File: config.mk
export PLATFORM = sky130hd
export DESIGN_NAME = prio_arbiter_rr
export DESIGN_NICKNAME = d
export VERILOG_FILES = /design/src/rtl/prio_arbiter_rr.sv
export SDC_FILE = /design/constraint.sdc
export NUM_CORES = 1
export LEC_CHECK = 0
export BUFFER_PORTS_ARGS = -buffer_cell sky130_fd_sc_hd__buf_2
export CORE_MARGIN = 2
export CORE_UTILIZATION = 32
export DETAILED_ROUTE_END_ITERATION = 8
export GPL_TIMING_DRIVEN = 0
export HOLD_SLACK_MARGIN = 0.15
export PLACE_DENSITY = 0.46
export SLEW_MARGIN = 20
export SYNTH_ARGS = -nofsm -noshare
export SYNTH_HDL_FRONTEND = slang
export SYNTH_SLANG_ARGS = --single-unit
File: constraint.sdc
create_clock -name clk -period 12.6 [get_ports clk]
set_clock_uncertainty 0.2 [all_clocks]
set_input_delay 0.63 -clock clk [delete_from_list [all_inputs] [get_ports clk]]
set_output_delay 0.63 -clock clk [all_outputs]
set_load 0.03 [all_outputs]
File: src/rtl/prio_arbiter_rr.sv
// prio_arbiter_rr
// Registered N-way arbiter with a locked grant that is held until the winner
// drops its request. mode selects fixed priority (highest index wins) or
// round-robin rotation starting just below the last winner.
//
// Optional feature: define ARB_TIMEOUT_EN to bound each grant to HOLD_MAX
// cycles. This adds a hold counter and a one-cycle 'timeout' output pulse on
// every forced revoke. Without the macro, a grant is held indefinitely and the
// 'timeout' port does not exist.

module prio_arbiter_rr #(
    parameter int N        = 8,
    parameter int IDXW     = 3,
    parameter int HOLD_MAX = 16
) (
    input  logic            clk,
    input  logic            rst,
    input  logic            mode,
    input  logic [N-1:0]    req,
    output logic [N-1:0]    gnt,
    output logic [IDXW-1:0] gnt_idx,
    output logic            gnt_valid
`ifdef ARB_TIMEOUT_EN
    ,
    output logic            timeout
`endif
);

    // Reject illegal parameter sets at elaboration time.
    if ((N < 2) || (IDXW != $clog2(N)) || (HOLD_MAX < 2)) begin : g_bad_param
        $error("prio_arbiter_rr: need N>=2, IDXW==clog2(N), HOLD_MAX>=2");
    end

    typedef enum logic [0:0] {
        ST_IDLE  = 1'b0,
        ST_GRANT = 1'b1
    } state_t;

    // Winner selection.
    // mode 0: highest set index.
    // mode 1: descending scan starting at ptr-1 and wrapping, ending at ptr.
    function automatic logic [IDXW-1:0] pick(
        input logic [N-1:0]    r,
        input logic            m,
        input logic [IDXW-1:0] p
    );
        logic [IDXW-1:0] w;
        logic            found;
        int              pos;
        w     = {IDXW{1'b0}};
        found = 1'b0;
        pos   = 0;
        if (m == 1'b0) begin
            // Ascending overwrite leaves the highest set index in w.
            for (int i = 0; i < N; i++) begin
                if (r[IDXW'(i)]) begin
                    w = IDXW'(i);
                end else begin
                    w = w;
                end
            end
        end else begin
            for (int k = 1; k <= N; k++) begin
                pos = (int'(p) + N - k) % N;
                if (!found && r[IDXW'(pos)]) begin
                    w     = IDXW'(pos);
                    found = 1'b1;
                end else begin
                    found = found;
                end
            end
        end
        return w;
    endfunction

    // Binary index to one-hot vector. Indices are always below N.
    function automatic logic [N-1:0] onehot(input logic [IDXW-1:0] i);
        logic [N-1:0] v;
        v    = {N{1'b0}};
        v[i] = 1'b1;
        return v;
    endfunction

    state_t          state_q, state_d;
    logic [N-1:0]    gnt_q, gnt_d;
    logic [IDXW-1:0] idx_q, idx_d;
    logic            valid_q, valid_d;
    logic [IDXW-1:0] ptr_q, ptr_d;

    logic [N-1:0]    masked_s;   // requests with the current owner removed
    logic [IDXW-1:0] win_s;      // winner of the decision taken this cycle
    logic            hold_s;     // owner keeps the grant this cycle
    logic            expire_s;   // owner is forcibly revoked this cycle

`ifdef ARB_TIMEOUT_EN
    localparam int CNTW = (HOLD_MAX > 2) ? $clog2(HOLD_MAX) : 1;

    logic [CNTW-1:0] cnt_q, cnt_d;
    logic            timeout_q, timeout_d;

    // The owner is revoked once it has held the grant for HOLD_MAX cycles.
    always_comb begin
        expire_s = (state_q == ST_GRANT) && req[idx_q] &&
                   (cnt_q == CNTW'(HOLD_MAX - 1));
    end

    // Hold counter: counts held cycles, restarts on every other outcome.
    always_comb begin
        cnt_d     = {CNTW{1'b0}};
        timeout_d = expire_s;
        if (hold_s) begin
            cnt_d = cnt_q + {{(CNTW-1){1'b0}}, 1'b1};
        end else begin
            cnt_d = {CNTW{1'b0}};
        end
    end

    // Hold counter and timeout pulse registers.
    always_ff @(posedge clk) begin
        if (rst) begin
            cnt_q     <= {CNTW{1'b0}};
            timeout_q <= 1'b0;
        end else begin
            cnt_q     <= cnt_d;
            timeout_q <= timeout_d;
        end
    end

    assign timeout = timeout_q;
`else
    // Without the timeout feature a grant is never revoked.
    always_comb begin
        expire_s = 1'b0;
    end
`endif

    // Ownership qualifiers used by the next-state logic.
    always_comb begin
        masked_s = req & ~onehot(idx_q);
        hold_s   = (state_q == ST_GRANT) && req[idx_q] && !expire_s;
    end

    // Next-state and registered-output logic of the arbiter.
    always_comb begin
        state_d = state_q;
        gnt_d   = gnt_q;
        idx_d   = idx_q;
        valid_d = valid_q;
        ptr_d   = ptr_q;
        win_s   = {IDXW{1'b0}};
        case (state_q)
            ST_IDLE: begin
                if (req != {N{1'b0}}) begin
                    win_s   = pick(req, mode, ptr_q);
                    state_d = ST_GRANT;
                    gnt_d   = onehot(win_s);
                    idx_d   = win_s;
                    valid_d = 1'b1;
                    ptr_d   = win_s;
                end else begin
                    state_d = ST_IDLE;
                    gnt_d   = {N{1'b0}};
                    idx_d   = {IDXW{1'b0}};
                    valid_d = 1'b0;
                end
            end
            ST_GRANT: begin
                if (hold_s) begin
                    state_d = ST_GRANT;
                end else if (masked_s != {N{1'b0}}) begin
                    // Back-to-back handoff; the old owner sits out this decision.
                    win_s   = pick(masked_s, mode, ptr_q);
                    state_d = ST_GRANT;
                    gnt_d   = onehot(win_s);
                    idx_d   = win_s;
                    valid_d = 1'b1;
                    ptr_d   = win_s;
                end else begin
                    state_d = ST_IDLE;
                    gnt_d   = {N{1'b0}};
                    idx_d   = {IDXW{1'b0}};
                    valid_d = 1'b0;
                end
            end
            default: begin
                state_d = ST_IDLE;
                gnt_d   = {N{1'b0}};
                idx_d   = {IDXW{1'b0}};
                valid_d = 1'b0;
                ptr_d   = {IDXW{1'b0}};
            end
        endcase
    end

    // State, grant, and round-robin pointer registers; reset wins over all.
    always_ff @(posedge clk) begin
        if (rst) begin
            state_q <= ST_IDLE;
            gnt_q   <= {N{1'b0}};
            idx_q   <= {IDXW{1'b0}};
            valid_q <= 1'b0;
            ptr_q   <= {IDXW{1'b0}};
        end else begin
            state_q <= state_d;
            gnt_q   <= gnt_d;
            idx_q   <= idx_d;
            valid_q <= valid_d;
            ptr_q   <= ptr_d;
        end
    end

    assign gnt       = gnt_q;
    assign gnt_idx   = idx_q;
    assign gnt_valid = valid_q;

endmodule

Word-level counts from Yosys, hierarchy flattened
Cells that the tools add are included.
Word-level totals
  input port bits: 11
  flip-flop bits (word level): 16
  output and inout bits: 12
  word-level logic and storage cells: 235
Operators by class
  $lt $le $gt $ge: 14
  multiplexer cells: 166
  bitwise operators: 3
  add/subtract/negate cells: 9
  reductions and logical operators: 35
  equality and inequality tests: 3
Operator list (number)
  1-bit 2-to-1 mux: 105
  3-bit 2-to-1 mux: 33
  1-bit binary-select mux with 3-bit select: 17
  3-bit by 5-bit less-than comparator with 1-bit output (second input constant): 8
  8-bit 2-to-1 mux: 3
  1-bit logical AND: 18
  8-bit case mux with 2 select lines: 1
  8-bit nonzero test: 2
  1-bit logical NOT: 14
  3-bit by 4-bit less-than comparator with 1-bit output (second input constant): 3
  3-bit case mux with 2 select lines: 2
  3-bit subtractor (second input constant): 4
  1-bit demux with 3-bit select: 3
  3-bit by 1-bit >= comparator with 1-bit output (second input constant): 3
  8-bit bitwise AND: 1
  8-bit inverter: 1
  3-bit by 1-bit subtractor with 3-bit output (second input constant): 2
  3-bit by 2-bit subtractor with 3-bit output (second input constant): 2
  2-bit != test (second input constant): 2
  1-bit case mux with 2 select lines: 2
  3-bit by 1-bit adder with 3-bit output (second input constant): 1
  3-bit AND reduction: 1
  2-bit by 1-bit != test with 1-bit output (second input constant): 1
  1-bit inverter: 1

Logic depth before layout (Yosys ltp)
  depth after elaboration: 70
  gate-level depth with buffers: 16

Worst setup path before layout
No wires, ideal clock.
  kind: register -> register
  from: register ptr_q[0]
  to: register gnt_q[4] (netlist: gnt[4])
  setup slack: 8.528 ns
  stages on the path, launching flop included: 16
  setup time: 0.091 ns
  data arrival time: 3.781 ns
  buffers on the path: 4
  path through: dfxtp_1 -> buf_6 -> clkinv_1 -> buf_1 -> ha_1 -> buf_6 -> mux2_2 -> mux4_2 -> or2_4 -> a2111oi_4 -> a31o_1 -> a21oi_1 -> a311o_1 -> buf_2 -> nand2b_1 -> a311oi_1
On the way
  cells in the longest elaborated chain, start to end: 66
  elaborated cells on any way between the ends: 185
  classes of those cells: add/sub: 9; order compare: 4; mux: 142; reduce/logical: 30
RTL lines
  start: declaration: RTL line 88  | logic [IDXW-1:0] ptr_q, ptr_d;
  start signal: assignment: RTL line 202  | ptr_q <= {IDXW{1'b0}};
  start signal: assignment: RTL line 208  | ptr_q <= ptr_d;
  3-bit by 1-bit adder with 3-bit output *: RTL line 64  | pos = (int'(p) + N - k) % N;
  3-bit by 2-bit subtractor with 3-bit output: RTL line 64
  1-bit binary-select mux with 3-bit select: RTL line 65  | if (!found && r[IDXW'(pos)]) begin
  1-bit 2-to-1 mux (implied by the code) (2 in series): RTL line 65
  1-bit 2-to-1 mux: RTL line 65
  1-bit 2-to-1 mux: RTL line 53  | if (m == 1'b0) begin
  1-bit 2-to-1 mux: RTL line 170  | end else if (masked_s != {N{1'b0}}) begin
  1-bit 2-to-1 mux: RTL line 168  | if (hold_s) begin
  [... 49 more ...]
  3-bit 2-to-1 mux: RTL line 151  | case (state_q)
  3-bit by 4-bit less-than comparator with 1-bit output (implied by the code) or 3-bit by 1-bit >= comparator with 1-bit output (tied branches): RTL line 80  | v[i] = 1'b1;
  1-bit logical AND (implied by the code): RTL line 80
  1-bit 2-to-1 mux (implied by the code): RTL line 80
  1-bit demux with 3-bit select: RTL line 80
  8-bit 2-to-1 mux: RTL line 170
  8-bit 2-to-1 mux: RTL line 168
  8-bit case mux with 2 select lines *: RTL line 151
  end signal: assignment: RTL line 199  | gnt_q <= {N{1'b0}};
  end signal: assignment: RTL line 205  | gnt_q <= gnt_d;
  end: declaration: RTL line 85  | logic [N-1:0] gnt_q, gnt_d;
Mark *: on every way between the ends. The rest lies on a longest branch, timed or not. The select of a mux whose other input is x is not followed.
A chain may end at the register's enable or synchronous reset.

Worst setup path in the final report
  from: register ptr_q[0]
  to: register gnt_q[2] (netlist: gnt[2])
Same word-level chain as after synthesis.

==> reports/results.ini <==
[clock_tree]
cts-root-buf = clkbuf_8
cts-buffers-inserted = 3
cts_hold_buf = 0
path_clk_slew_ns = 0.06
clock_latency_ns = 0.25
cts_sinks = 16
htreeDepth = 1
cts_setup_buffers = 0
cts-resized-gates = 0
clock_path_buffers = 2
tritoncts = built

[critical_path]
r2r-start = ptr_q[0]$_SDFFE_PP0P_
crit_buf_inv = 6
reg2reg_setup_slack_ns = 7.79
cp.arrival_ns = 4.77
critPathSlowestCell = mux4_2
reg2reg_depth = 14
critPathLaunchType = flip-flop
max_stage_delay_ns = 0.63
cp_top_family = buffers and inverters
critPathRequiredTime_ns = 12.56
cp-end-kind = flip-flop
reg2reg_to = gnt[2]$_SDFFE_PP0P_
path_max_fanout = 10
crit_type = reg -> reg
path_cells = buf_6 > clkinv_1 > buf_1 > ha_1 > buf_6 > buf_2 > clkbuf_1 > mux4_2 > nand3_1 > nor4_1 > nor4_1 > o311a_1 > nand3_1 > a311oi_1

[cells_and_area]
antenna-diode-count = 0
drive_gt1_frac = 0.218
final_area_um2 = 3500
area_growth_pct = 9.47
fin_nets = 427
multi_input_area_um2 = 2670
instances_no_fill = 545
fill_cells = 1059
regArea_um2 = 320

[yosys]
seq_area_frac_synth = 0.100
synth.ff_latch_count = 16
synth_edf_count = 0
postSynth.asyncResetShare = 0
postSynthCellCount = 390
syn_area_um2 = 3200
syn_avg_cell_area_um2 = 8.20
netlist-cell-type-count = 71
synth-main-ff-cell = dfxtp_1
yosys.area.top_type = mux4_2
ys_top_cells_by_area = mux4_2 21%, dfxtp_1 10%, mux2i_1 6.3%, nor2_1 4.9%, nand2_1 4.2%
ys_warn_count = 0
synth_fp_nets = 403
yosys.area.top_type_share = 0.211

[global_route]
grt_pass1_wl_mm = 17.9
grt_pass1_vias = 3138
grt.overflow.total = 0
antenna_found_initial = 0
grt_usage = 0.204
grt_max_degree = 11

[route]
wire_per_inst_um = 20.6
routed_wl_mm = 11.2
dr.pass1.iters = 6
drt_iter0_markers = 214
ant_nets = 0
routed_via_density = 6.11
vias = 3329
drc = 0

[worst_hold_path]
min-delay-start = gnt_valid$_SDFFE_PP0P_
holdPathEnd = gnt_valid$_SDFFE_PP0P_
worst_hold_path_type = reg -> reg
hold_depth = 1

[place]
routabilityCongestion = 0.911
placed_area_um2 = 3460
hpwl_mm = 8.63
port_buffers = 19
post-place-cells = 542

[die]
die_x_um = 104
coreArea_um2 = 9730
start_util = 0.329
die-area_um2 = 10800
io_pins = 23
num_rows = 36
fp.dieH_um = 104

[sta]
tns_ns = 0
slew_viol_final = 0
period_share = 0.382
hold_violations = 0
rsz0062_at_grt = false
max_freq_ghz = 0.208
tightest_slew_ns = 0.903
setup_viol = 0
min_period_ns = 4.81
relSlewSlack = 0.394

[flow_run]
maxCapViolations = 0

[pwr]
powerDensity_nw_per_um2 = 193
power_leakage_uw = 0.00122
ir_worst_vdd_mv = 0.0589

[status]
outcome = completed

-- cell usage after synthesis, drive strengths merged, types with 3 or more instances --
library cell,instances
xor2,3
mux2,11
nor2b,12
o22ai,4
a31o,4
mux2i,20
a32oi,4
inv,8
buf,14
a211oi,6
nand2,36
nand2b,11
mux4,30
a21oi,17
nor2,42
nor4,5
xnor2,3
a21o,3
a2111oi,3
clkbuf,22
o21ai,20
a31oi,8
nand3b,4
nor3,8
nor3b,3
dfxtp,16
a21boi,5
a311oi,10
o211ai,6
nand3,11
and2,3
-- layout make-up --
cell class,count,area share
multi-input combinational,328,0.762
sequential,16,0.0915
buffer,36,0.0490
tap,133,0.0475
timing repair buffer,19,0.0272
clock buffer,3,0.0118
inverter,10,0.0107
-- worst reg2reg max path, stage by stage, from the launching register on --
cell	delay, ns
dfxtp_1	0.35
buf_6	0.18
clkinv_1	0.23
buf_1	0.33
ha_1	0.39
buf_6	0.17
buf_2	0.33
clkbuf_1	0.50
mux4_2	0.63
nand3_1	0.11
nor4_1	0.07
nor4_1	0.52
o311a_1	0.33
nand3_1	0.11
a311oi_1	0.27
-- logic make-up after synthesis --
family | Yosys count | share of synthesized area
adder cells (fa/ha/maj) | 2 | 0.00782
XOR/XNOR | 6 | 0.0235
flip-flops | 16 | 0.100
AO/OA/AOI/OAI | 114 | 0.265
buffers and inverters | 46 | 0.0653
multiplexers | 61 | 0.313
AND/OR/NAND/NOR | 145 | 0.226
-- power breakdown --
group	internal [µW]	leakage (µW)	switching, µW
clock network	21.2	0.0000216	17.6
logic	224	0.00107	342
registers	62.4	0.000133	8.83
-- per-layer routing --
layer  part of all wire  vias up  GRT usage
met2               0.49       94      0.345
met4             0.0064        0     0.0270
li1                   -     1559          -
met1               0.47     1666      0.291
met3              0.040       10     0.0182
met5                  0        -          0
-- placed cells by master, fill, tap and decap left out, types with 6 or more instances in the layout --
| master | n |
|---|---|
| nor2_1 | 42 |
| nand2_1 | 36 |
| mux4_2 | 30 |
| buf_2 | 27 |
| clkbuf_1 | 22 |
| mux2i_1 | 20 |
| o21ai_0 | 19 |
| a21oi_1 | 17 |
| dfxtp_1 | 16 |
| nor2b_1 | 12 |
| nand3_1 | 11 |
| nand2b_1 | 11 |
| mux2_2 | 11 |
| a311oi_1 | 10 |
| nor3_1 | 8 |
| inv_1 | 8 |
| a31oi_1 | 7 |
| o211ai_1 | 6 |
| a211oi_1 | 6 |
-- worst max path at each step --
| stage | start | to | slack (ns) | depth (start not counted) |
|---|---|---|---|---|
| 4_1_cts | ptr_q[0]$_SDFFE_PP0P_ | gnt[0]$_SDFFE_PP0P_ | 7.84 | 14 |
| 3_5_place_dp | ptr_q[0]$_SDFFE_PP0P_ | gnt[0]$_SDFFE_PP0P_ | 7.88 | 14 |
| 6_report | ptr_q[0]$_SDFFE_PP0P_ | gnt[2]$_SDFFE_PP0P_ | 7.79 | 14 |
| 2_1_floorplan | ptr_q[0]$_SDFFE_PP0P_ | gnt[4]$_SDFFE_PP0P_ | 8.53 | 15 |
| 3_3_place_gp | ptr_q[0]$_SDFFE_PP0P_ | gnt[0]$_SDFFE_PP0P_ | 7.89 | 14 |
| 5_1_grt | ptr_q[0]$_SDFFE_PP0P_ | gnt[2]$_SDFFE_PP0P_ | 7.40 | 14 |
-- through the flow --
step / setup WS [ns] / power, µW / hold WS (ns) / util
5_1_grt: 7.40 / 727 / 0.286 / 0.360
4_1_cts: 7.84 / 673 / 0.271 / 0.360
3_3_place_gp: 7.89 / 630 / 0.246 / 0.356
6_report: 7.79 / 676 / 0.269 / 0.360
3_5_place_dp: 7.88 / 631 / 0.257 / 0.356
2_1_floorplan: 8.53 / 500 / 0.323 / -
-- registers in the layout, indices dropped and copies added, names as in the netlist --
signal,cells
gnt,8
gnt_idx,3
ptr_q,3
gnt_valid,1
state_q,1
Note: power is estimated with default switching activity, not from simulation.
